<file path="src/rtl/boot_pkg.sv">
// Shared types and default protocol constants for the UART boot loader.
package boot_pkg;

   typedef enum logic [2:0] {
      IDLE,
      ADDR,
      LEN,
      DATA,
      CSUM,
      RESP,
      WAIT_TX
   } state_t;

   localparam logic [31:0] MAGIC_DEFAULT = 32'hB007_10AD;
   localparam logic [31:0] ACK_DEFAULT   = 32'h0000_00AC;
   localparam logic [31:0] NAK_DEFAULT   = 32'h0000_00EE;

endpackage

</file>
<file path="src/rtl/boot_timeout.sv">
// Inter-word watchdog: reloads on clr or while disabled, counts down while enabled,
// and pulses expire on the CYCLES-th consecutive enabled cycle without a clear.
module boot_timeout #(
   parameter int unsigned CYCLES = 50_000_000
) (
   input  logic clk,
   input  logic rst,
   input  logic clr,
   input  logic en,
   output logic expire
);

   localparam int unsigned CW = $clog2(CYCLES + 1);

   logic [CW-1:0] count;

   always_ff @(posedge clk) begin
      if (rst) begin
         count <= '0;
      end else if (clr || !en) begin
         count <= CW'(CYCLES);
      end else if (count != '0) begin
         count <= count - CW'(1);
      end
   end

   assign expire = en && !clr && (count == CW'(1));

endmodule

</file>
<file path="src/rtl/uart_boot_loader.sv">
// Boot command engine: parses MAGIC/addr/len/data/checksum frames into instruction
// memory writes, answers with one ACK/NAK word and gates the core reset.
module uart_boot_loader
   import boot_pkg::*;
#(
   parameter int unsigned ADDR_W         = 12,
   parameter logic [31:0] MAGIC          = MAGIC_DEFAULT,
   parameter logic [31:0] ACK_WORD       = ACK_DEFAULT,
   parameter logic [31:0] NAK_WORD       = NAK_DEFAULT,
   parameter int unsigned TIMEOUT_CYCLES = 50_000_000
) (
   input  logic              clk,
   input  logic              rst,
   input  logic [31:0]       data_recv_word,
   input  logic              new_rx_word,
   output logic [31:0]       data_send_word,
   output logic              ena_tx_word,
   input  logic              tx_done_word,
   output logic              mem_we,
   output logic [ADDR_W-1:0] mem_addr,
   output logic [31:0]       mem_wdata,
   output logic              cpu_rst,
   output logic              boot_done,
   output logic              boot_error
);

   localparam logic [32:0] DEPTH = 33'(1) << ADDR_W;

   state_t            state, state_nxt;
   logic [ADDR_W-1:0] start_addr;
   logic [ADDR_W:0]   len;
   logic [ADDR_W:0]   idx;
   logic [ADDR_W:0]   idx_inc;
   logic [31:0]       checksum;
   logic              resp_ok;
   logic [32:0]       end_addr;
   logic              range_err;
   logic              last_word;
   logic              timer_en;
   logic              expire;

   logic start_load, latch_addr, latch_len, write_word, check_csum;
   logic send_reply, finish_reply;

   // End address is formed in 33 bits so an oversized N cannot wrap into range.
   assign end_addr  = 33'(start_addr) + 33'(data_recv_word);
   assign range_err = (data_recv_word == '0) || (end_addr > DEPTH);
   assign idx_inc   = idx + (ADDR_W + 1)'(1);
   assign last_word = (idx_inc == len);
   assign timer_en  = (state == ADDR) || (state == LEN) || (state == DATA) || (state == CSUM);

   boot_timeout #(
      .CYCLES (TIMEOUT_CYCLES)
   ) u_timeout (
      .clk    (clk),
      .rst    (rst),
      .clr    (new_rx_word),
      .en     (timer_en),
      .expire (expire)
   );

   always_ff @(posedge clk) begin
      if (rst) state <= IDLE;
      else     state <= state_nxt;
   end

   always_comb begin
      state_nxt = state;
      unique case (state)
         IDLE:    if (new_rx_word && data_recv_word == MAGIC) state_nxt = ADDR;
         ADDR:    if (new_rx_word) state_nxt = LEN;
         LEN:     if (new_rx_word) state_nxt = range_err ? RESP : DATA;
         DATA:    if (new_rx_word && last_word) state_nxt = CSUM;
         CSUM:    if (new_rx_word) state_nxt = RESP;
         RESP:    state_nxt = WAIT_TX;
         WAIT_TX: if (tx_done_word) state_nxt = IDLE;
         default: state_nxt = IDLE;
      endcase
      if (expire) state_nxt = IDLE;
   end

   always_comb begin
      start_load   = 1'b0;
      latch_addr   = 1'b0;
      latch_len    = 1'b0;
      write_word   = 1'b0;
      check_csum   = 1'b0;
      send_reply   = 1'b0;
      finish_reply = 1'b0;
      unique case (state)
         IDLE:    start_load   = new_rx_word && (data_recv_word == MAGIC);
         ADDR:    latch_addr   = new_rx_word;
         LEN:     latch_len    = new_rx_word;
         DATA:    write_word   = new_rx_word;
         CSUM:    check_csum   = new_rx_word;
         RESP:    send_reply   = 1'b1;
         WAIT_TX: finish_reply = tx_done_word;
         default: ;
      endcase
   end

   always_ff @(posedge clk) begin
      if (rst) begin
         cpu_rst        <= 1'b1;
         ena_tx_word    <= 1'b0;
         data_send_word <= '0;
         mem_we         <= 1'b0;
         mem_addr       <= '0;
         mem_wdata      <= '0;
         boot_done      <= 1'b0;
         boot_error     <= 1'b0;
         checksum       <= '0;
         start_addr     <= '0;
         len            <= '0;
         idx            <= '0;
         resp_ok        <= 1'b0;
      end else begin
         mem_we     <= 1'b0;
         boot_done  <= 1'b0;
         boot_error <= 1'b0;
         if (start_load) begin
            cpu_rst  <= 1'b1;
            checksum <= '0;
         end
         if (latch_addr) start_addr <= data_recv_word[ADDR_W-1:0];
         if (latch_len) begin
            len <= data_recv_word[ADDR_W:0];
            idx <= '0;
            if (range_err) resp_ok <= 1'b0;
         end
         if (write_word) begin
            mem_we    <= 1'b1;
            mem_addr  <= start_addr + idx[ADDR_W-1:0];
            mem_wdata <= data_recv_word;
            checksum  <= checksum + data_recv_word;
            idx       <= idx_inc;
         end
         if (check_csum) resp_ok <= (data_recv_word == checksum);
         if (send_reply) begin
            data_send_word <= resp_ok ? ACK_WORD : NAK_WORD;
            ena_tx_word    <= 1'b1;
         end
         if (finish_reply) begin
            ena_tx_word <= 1'b0;
            if (resp_ok) begin
               boot_done <= 1'b1;
               cpu_rst   <= 1'b0;
            end else begin
               boot_error <= 1'b1;
            end
         end
         if (expire) boot_error <= 1'b1;
      end
   end

endmodule

</file>
<file path="config.mk">
export PLATFORM = sky130hd
export DESIGN_NAME = uart_boot_loader
export DESIGN_NICKNAME = d
export VERILOG_FILES = /design/src/rtl/boot_pkg.sv /design/src/rtl/boot_timeout.sv /design/src/rtl/uart_boot_loader.sv
export SDC_FILE = /design/constraint.sdc
export NUM_CORES = 1
export LEC_CHECK = 0
export BUFFER_PORTS_ARGS = -buffer_cell sky130_fd_sc_hd__buf_2
export CAP_MARGIN = 20
export CORE_AREA = 2 2 199 201
export DETAILED_ROUTE_END_ITERATION = 10
export DIE_AREA = 0 0 201 203
export SYNTH_ARGS = -nofsm -noshare
export SYNTH_HDL_FRONTEND = slang
export SYNTH_SLANG_ARGS = --single-unit
</file>
<file path="constraint.sdc">
create_clock -name clk -period 3.4 [get_ports clk]
set_clock_uncertainty 0.1 [all_clocks]
set_input_delay 0.34 -clock clk [delete_from_list [all_inputs] [get_ports clk]]
set_output_delay 0.34 -clock clk [all_outputs]
set_load 0.005 [all_outputs]
</file>
After elaboration in Yosys (flattened, before gate mapping)
Cells that the tools add are included.
{"block": "totals", "register_bits": 181, "in_bits": 36, "output_inout_bits": 81, "word_cells": 97}
{"block": "classes", "addsub": 5, "n_lt_le_gt_ge": 1, "eq_ne": 16, "n_mux": 33, "n_bitwise": 1, "reduce_logical": 25}
{"operator": "32-bit 2-to-1 mux", "n": 2}
{"operator": "26-bit 2-to-1 mux", "n": 2}
{"operator": "12-bit by 32-bit adder with 33-bit output", "n": 1}
{"operator": "33-bit by 13-bit > comparator with 1-bit output (second input constant)", "n": 1}
{"operator": "32-bit adder", "n": 1}
{"operator": "32-bit == test", "n": 1}
{"operator": "32-bit == test (second input constant)", "n": 1}
{"operator": "32-bit logical NOT", "n": 1}
{"operator": "26-bit by 1-bit == test with 1-bit output (second input constant)", "n": 1}
{"operator": "13-bit 2-to-1 mux", "n": 2}
{"operator": "26-bit nonzero test", "n": 1}
{"operator": "26-bit by 1-bit subtractor with 26-bit output (second input constant)", "n": 1}
{"operator": "3-bit 2-to-1 mux", "n": 7}
{"operator": "3-bit one-hot mux with 7 select lines", "n": 1}
{"operator": "1-bit 2-to-1 mux", "n": 18}
{"operator": "13-bit by 1-bit adder with 13-bit output (second input constant)", "n": 1}
{"operator": "13-bit == test", "n": 1}
{"operator": "12-bit adder", "n": 1}
{"operator": "2-bit inequality test (second input constant)", "n": 5}
{"operator": "2-bit nonzero test", "n": 5}
{"operator": "3-bit == test (second input constant)", "n": 3}
{"operator": "2-bit OR reduction", "n": 4}
{"operator": "7-bit 2-to-1 mux", "n": 1}
{"operator": "3-bit by 2-bit == test with 1-bit output (second input constant)", "n": 2}
{"operator": "9 further kinds", "n": 17}

Depth between registers and ports, before layout
Gate-level depths: netlist (run 1).
{"block": "logic_depth", "depth_word": 7, "depth_mapped": 12, "mapped_depth_nobuf": 12}

Modules after synthesis
A second synthesis (run 1) with hierarchy kept.
{"block": "unflattened", "cells_unflattened": 1287, "area_unflattened_um2": 9821.9}
{"mod": "uart_boot_loader", "n_inst": 1, "cells_per_inst": 1129, "area_each_um2": 8471.9, "seq_area_each_um2": 2502.4}
{"mod": "boot_timeout", "n_inst": 1, "cells_per_inst": 158, "area_each_um2": 1350.0, "seq_area_each_um2": 520.5}

Worst setup path after synthesis (run 1)
OpenSTA, ideal clock, no wires.
{"block": "synth_timing", "path_kind": "in2reg", "start": "in data_recv_word[0]", "end": "reg state[2]", "setup_ns": 0.125, "t_arrival_ns": 2.801, "t_required_ns": 3.175, "slack_ns": 0.375, "stages": 12, "cell_sequence": "ha_1 -> fa_1 -> a211oi_1 -> o21ai_1 -> a311oi_1 -> or2_1 -> buf_4 -> xor2_2 -> o21a_1 -> o21ai_1 -> nor4_2 -> o21ai_1"}
{"block": "synth_via", "elab_chain_len": 6}
{"element": "start: declaration", "line_no": "uart_boot_loader.sv:14", "text": "input logic [31:0] data_recv_word,"}
{"element": "12-bit by 32-bit adder with 33-bit output", "line_no": "uart_boot_loader.sv:46", "text": "assign end_addr = 33'(start_addr) + 33'(data_recv_word);"}
{"element": "33-bit by 13-bit > comparator with 1-bit output", "line_no": "uart_boot_loader.sv:47", "text": "assign range_err = (data_recv_word == '0) || (end_addr > DEPTH);"}
{"element": "1-bit logical OR", "line_no": "uart_boot_loader.sv:47"}
{"element": "3-bit 2-to-1 mux (2 in a row)", "line_no": "uart_boot_loader.sv:72", "text": "LEN: if (new_rx_word) state_nxt = range_err ? RESP : DATA;"}
{"element": "3-bit one-hot mux with 7 select lines", "line_no": "uart_boot_loader.sv:69", "text": "unique case (state)"}
{"element": "end signal: assignment", "line_no": "uart_boot_loader.sv:64", "text": "else state <= state_nxt;"}
{"element": "end: declaration", "line_no": "uart_boot_loader.sv:29", "text": "state_t state, state_nxt;"}
Parallel ways exist; a longest one is shown, timed or not. The select of a mux whose other input is x is not followed.
A chain may end at the register's enable or synchronous reset.

Worst setup path after layout (run 1)
{"block": "layout_timing", "start": "reg start_addr[0]", "end": "reg state[2]"}
{"block": "layout_via", "elab_chain_len": 6}
{"element": "start: declaration", "line_no": "uart_boot_loader.sv:30", "text": "logic [ADDR_W-1:0] start_addr;"}
{"element": "start signal: assignment", "line_no": "uart_boot_loader.sv:125", "text": "if (latch_addr) start_addr <= data_recv_word[ADDR_W-1:0];"}
{"element": "12-bit by 32-bit adder with 33-bit output", "line_no": "uart_boot_loader.sv:46"}
{"element": "33-bit by 13-bit > comparator with 1-bit output", "line_no": "uart_boot_loader.sv:47"}
{"element": "1-bit logical OR", "line_no": "uart_boot_loader.sv:47"}
{"element": "3-bit 2-to-1 mux (2 in a row)", "line_no": "uart_boot_loader.sv:72"}
{"element": "3-bit one-hot mux with 7 select lines", "line_no": "uart_boot_loader.sv:69"}
No other way between the ends. The select of a mux whose other input is x is not followed.

==> results of run 1 <==
area by class of cell:
type	instances	share of cell area, %
Tap cell	518	5.75
Inverter	27	0.899
Timing Repair Buffer	130	6.68
Sequential cell	151	26.8
Multi-Input combinational cell	1000	54.3
Clock buffer	19	4.02
Clock inverter	12	1.54
state kept, by name, indices dropped and copies added, names as in the netlist:
name / flops
checksum: 32
mem_wdata: 32
u_timeout.count: 26
idx: 13
len: 13
mem_addr: 12
start_addr: 12
state: 3
data_send_word: 2
boot_done: 1
boot_error: 1
cpu_rst: 1
ena_tx_word: 1
mem_we: 1
resp_ok: 1
where the power goes:
part / switching, mW / leakage, nW / internal [mW]
clock: 0.797 / 0.309 / 1.26
combinational: 0.214 / 3.07 / 0.103
sequential: 0.00694 / 1.22 / 1.78
routing by layer:
layer / up-vias / share of wire [%] / global-route usage [%]
li1: 4554 / - / -
met1: 4382 / 48 / 19.7
met2: 250 / 45 / 23.2
met3: 33 / 6.0 / 3.21
met4: 2 / 1.5 / 3.92
met5: - / 0.040 / 0
cell usage in the layout, fill, tap and decap left out, drive strengths merged, types with 16 or more instances in the layout:
cell type / count
inv: 28
xor2: 37
o21ai: 60
a21oi: 154
nor3: 26
clkbuf: 19
nand3: 47
xnor2: 42
nand2: 207
conb: 26
nor2: 80
a31oi: 16
buf: 130
ha: 57
nor4: 27
dfxtp: 151
a21o: 21
what timing repair did:
| item | CTS | global route |
|---|---|---|
| hold buffers | 0 | 0 |
| setup endpoints to repair | 1 | 2 |
| pin swaps | 0 | 2 |
| cloned | 0 | 0 |
| endpoints found under the hold margin | 0 | 0 |
| gates resized for setup | 1 | 5 |
worst max-delay path, stage by stage, from the launching register on:
cell	delay, ns
dfxtp_1	0.37
ha_1	0.21
fa_2	0.43
or4_1	0.54
or4_1	0.57
nor4_4	0.27
o21ai_1	0.14
nor4_4	0.31
buf_4	0.17
o21ai_1	0.06
cells by family (layout without fill, tap and decap cells):
group	Yosys count	after routing
AND/OR/NAND/NOR	481	481
multiplexers	12	12
AO/OA/AOI/OAI	342	342
flip-flops	151	151
XOR/XNOR	79	79
buffers and inverters	112	188
adder cells (fa/ha/maj)	60	60
other	1	26
through the flow:
| stage | hold slack [ns] | cells | power, mW | area (um2) |
|---|---|---|---|---|
| floorplan | 0.329 | 1263 | 2.01 | 9650 |
| global placement | 0.339 | 1826 | 2.13 | 10600 |
| detailed placement | 0.346 | 1826 | 2.13 | 10600 |
| CTS | 0.0604 | 1857 | 4.20 | 11200 |
| global route | 0.0826 | 1857 | 4.30 | 11300 |
| finish | 0.0722 | 1857 | 4.16 | 11300 |
worst paths after layout:
check           startpoint            to  slack (ns)
max reg2reg  start_addr[0]      state[2]        0.12
min reg2reg   mem_wdata[5]  mem_wdata[5]        0.35
min                    rst       len[11]        0.07
max          start_addr[0]      state[2]        0.12
==> flow_summary_export.csv, run 1 <==
group,metric,value,unit
status,outcome,"completed",
final_layout,final.fill_count,4140,
clock_tree,post-cts-setup-buffer-count,0,
detailed_routing,firstDrtPassIters,5,
synth,synth_edf_count,0,
global_routing,grt_max_degree,64,
floorplanning,start_util,24.8,%
setup_path,crit_type,"reg -> reg",
final_layout,antenna_cells,0,
timing,period_minus_slack,3.28,ns
clock_tree,clk_latency,0.44,ns
setup_path,reg2reg_depth,9,
global_routing,grt_first_pass_wirelength,46900,um
detailed_routing,via_per_inst,4.97,
synth,ys_warn_count,0,
clock_tree,cts.clk_slew.worst_paths,0.07,ns
clock_tree,cts.sinks,151,
timing,setup-violations-final,0,
final_layout,syn2layout_area_growth,18.0,%
clock_tree,cts_max_level,4,
setup_path,crit_required,3.62,ns
synth,ys.flop_type,"dfxtp_1",
global_routing,antenna_found_initial,1,
floorplanning,num_rows,72,
power_and_ir_drop,p_per_area,369,nW/um2
synth,yosysTopAreaCell,"dfxtp_1",
detailed_routing,ant_nets,0,
synth,synth_cells,1238,
place,gp_congestion,0.881,
timing,timing.final.crit_share,96.5,%
timing,hold_viol,0,
clock_tree,cts.path.max_buffers,2,
synth,synth-xor-area-share,7.32,%
timing,final-max-slew-violation-count,0,
global_routing,grt_pass1_vias,8531,
timing,worst_pin_slew,1.00,ns
floorplanning,dieWidth,201,um
final_layout,multi_input_area,6120,um2
power_and_ir_drop,ir_drop,0.301,mV
place,hpwl,21900,um
setup_path,cp.arrival,3.50,ns
synth,synth.most_common_cell,"nand2_1",
final_layout,layout.nets,1423,
synth,synth_top_area_share,31.6,%
floorplanning,die_y,203,um
timing,slew_headroom,33.1,%
global_routing,overflow,0,
global_routing,track_usage,14.5,%
synth,async_flop_share,0,%
detailed_routing,wl_per_cell,16.0,um
clock_tree,clockRootBuffer,"clkbuf_16",
power_and_ir_drop,p_leak,4.59,nW
synth,syn_avg_cell_area,7.72,um2
floorplanning,io_pins,117,
timing,grt_setup_unrepaired,"no",
synth,synth.yosys.seq_area_share,31.6,%
floorplanning,core_area,38500,um2
detailed_routing,drc,0,
synth,synthTopCellsByArea,"dfxtp_1 (32%), nand2_1 (8.1%), a21oi_1 (8.0%), ha_1 (7.5%), xnor2_1 (3.9%)",
run,maxCapViolCount,0,
setup_path,cp-end-kind,"flip-flop",
timing,setup_tns,0,ns
synth,synthAdderAreaFrac,8.09,%
synth,ys_ff_latch,151,
setup_path,critPathMaxFanout,3,
synth,synth_compound_area_share,21.9,%
synth,synthSimpleGateAreaFrac,24.0,%
final_layout,finish.utilization,29.3,%
synth,muxShareOfSynthArea,1.27,%
worst_hold_path,hold_path_depth,2,
detailed_routing,vias,9221,
clock_tree,cts_buffers,17,
floorplanning,dieArea,40800,um2
place,port-buffer-count,90,
synth,ys_types,80,
synth,syn_area,9550,um2
place,dp_slack,-0.140,ns
detailed_routing,wl,29700,um
timing,layout_setup_ws,0.120,ns
setup_path,start_kind,"flip-flop",
synth,synth_top_family_by_area,"simple AND/OR/NAND/NOR gates",
detailed_routing,drt-initial-drc-count,654,
synth,synth.top_cells.by_count,"nand2_1 (206), a21oi_1 (153), dfxtp_1 (151)",
clock_tree,cts_tree,"yes",
final_layout,drive_gt1_share,14.0,%
timing,timing.fmax,305,MHz
worst_hold_path,hold_path.class,"in -> reg",
final_layout,regArea,3020,um2
Note: power is estimated with default switching activity, not from simulation.
==> inputs of run 2 (changes only) <==
==> constraint.sdc (replaced) <==
create_clock -name clk -period 2.7 [get_ports clk]
set_clock_uncertainty 0.1 [all_clocks]
set_input_delay 0.27 -clock clk [delete_from_list [all_inputs] [get_ports clk]]
set_output_delay 0.27 -clock clk [all_outputs]
set_load 0.005 [all_outputs]
==> run 2 against run 1 <==
Net effect: the run now ends with setup timing left; first-iteration DRC count is 4.1% higher; worst setup slack worse by 0.52 ns; power rose by 25%; sequential power grew 26%; critical path type unchanged.
==> flow_summary_export.csv, run 2 (synthesis results as in run 1) <==
group,metric,value,unit
status,outcome,"finished, violations left",
status,violations,"setup timing",
global_routing,grt_max_degree,58,
setup_path,ff2ff_setup_slack,-0.40,ns
detailed_routing,firstDrtPassIters,6,
global_routing,antenna_found_initial,1,
setup_path,cp.arrival,3.33,ns
clock_tree,cts.path.max_buffers,2,
place,gp_congestion,0.880,
detailed_routing,wl,32100,um
floorplanning,num_rows,72,
timing,layout_setup_ws,-0.402,ns
run,maxCapViolCount,0,
floorplanning,die_y,203,um
timing,period_minus_slack,3.10,ns
final_layout,final_common_cell,"nand2_1",
place,port-buffer-count,90,
timing,timing.final.crit_share,115,%
power_and_ir_drop,p_per_area,406,nW/um2
timing,timing.fmax,322,MHz
detailed_routing,wl_per_cell,15.9,um
place,hpwl,24500,um
setup_path,start_kind,"flip-flop",
clock_tree,cts.clk_slew.worst_paths,0.06,ns
clock_tree,clockRootBuffer,"clkbuf_16",
global_routing,track_usage,15.6,%
global_routing,grt_first_pass_wirelength,50900,um
timing,hold_slack,0.0409,ns
setup_path,crit_type,"reg -> reg",
clock_tree,clk_latency,0.43,ns
clock_tree,cts_buffers,17,
detailed_routing,vias,9774,
setup_path,crit_required,2.93,ns
final_layout,largest_registers,"checksum: 32 flops, mem_wdata: 32 flops, u_timeout.count: 26 flops",
clock_tree,cts.sinks,151,
final_layout,layout.nets,1578,
setup_path,cp-end-kind,"flip-flop",
floorplanning,io_pins,117,
timing,slew_headroom,59.2,%
clock_tree,cts_max_level,4,
clock_tree,cts_tree,"yes",
floorplanning,core_area,38500,um2
timing,setup-violations-final,4,
final_layout,antenna_cells,0,
detailed_routing,ant_nets,0,
clock_tree,cts_hold_buf,0,
floorplanning,dieWidth,201,um
setup_path,critPathMaxFanout,2,
floorplanning,start_util,24.8,%
global_routing,overflow,0,
floorplanning,dieArea,40800,um2
timing,grt_setup_unrepaired,"yes",
timing,final-max-slew-violation-count,0,
detailed_routing,drt-initial-drc-count,681,
power_and_ir_drop,p_leak,5.43,nW
detailed_routing,drc,0,
timing,worst_pin_slew,0.612,ns
final_layout,stdcell_count,2012,
detailed_routing,via_per_inst,4.86,
worst_hold_path,hold_path.class,"in -> reg",
place,dp_cells,1972,
final_layout,drive_gt1_share,26.8,%
timing,hold_viol,0,
power_and_ir_drop,ir_drop,0.400,mV
global_routing,grt_pass1_vias,9488,
final_layout,syn2layout_area_growth,33.9,%
final_layout,layout_common_cells,"nand2_1 (205), buf_4 (189), dfxtp_1 (147)",
-- run 2: cell types whose count changed in the layout (fill, tap and decap cells not counted), moves of 5 or more --
cell and delta:
o21ai_0 -9, a21oi_1 -11, ha_1 -8, buf_4 +148, a21oi_2 +10, o21ai_2 +5
-- run 2: worst paths after layout --
check | start | end | depth (start not counted)
worst max-delay path | start_addr[0] | state[2] | 13
worst min-delay path | rst | u_timeout.count[14] | 2
worst max register to register | start_addr[0] | state[2] | 13
worst min register to register | mem_wdata[1] | mem_wdata[1] | 2
-- run 2: what timing repair did --
item                                    4_1_cts  5_1_grt
pin swaps                                     8       35
resized for setup                            15       66
setup buffers                                 4        7
endpoints found under the setup margin       16       31
-- run 2: routing by layer --
layer / GRT usage [%] / vias to the layer above / wire length [um]
met5: 0 / - / 8
met4: 4.31 / 2 / 552
met3: 2.87 / 41 / 1440
met2: 26.1 / 249 / 15000
met1: 20.6 / 4625 / 15100
li1: - / 4857 / -
-- run 2: worst max-delay path, stage by stage (launching register included) --
cell,delay [ns]
dfxtp_2,0.34
ha_4,0.16
fa_2,0.35
a211oi_2,0.23
o21ai_1,0.14
a311oi_2,0.31
buf_4,0.18
nor3_4,0.04
mux2i_1,0.12
and3_1,0.19
a211o_1,0.27
nor4_4,0.33
buf_4,0.18
o21ai_1,0.06
-- run 2: per-stage QoR --
stage	setup TNS (ns)	setup WS, ns	cell area (um2)	util (%)	power [mW]
after global placement	-4.39	-0.563	11800	30.7	2.77
final	-1.04	-0.402	12800	33.2	5.19
after floorplan	-0.115	-0.0676	9700	-	2.54
after global routing	-1.65	-0.527	12800	33.2	5.38
after detailed placement	-4.44	-0.587	11800	30.7	2.77
after CTS	-1.06	-0.406	12500	32.5	5.24
-- run 2: power breakdown --
group / internal [mW] / switching, mW
registers: 2.24 / 0.00867
logic: 0.200 / 0.298
clock network: 1.44 / 1.01
total: 3.88 / 1.31
-- run 2: cell type report --
class                           instances  area (um2)
Timing Repair Buffer                  285        1980
Inverter                               27         101
Clock buffer                           18         429
Sequential cell                       151        3030
Clock inverter                         13         155
Tap cell                              518         648
Fill cell                            4041       25700
Multi-Input combinational cell       1000        6450
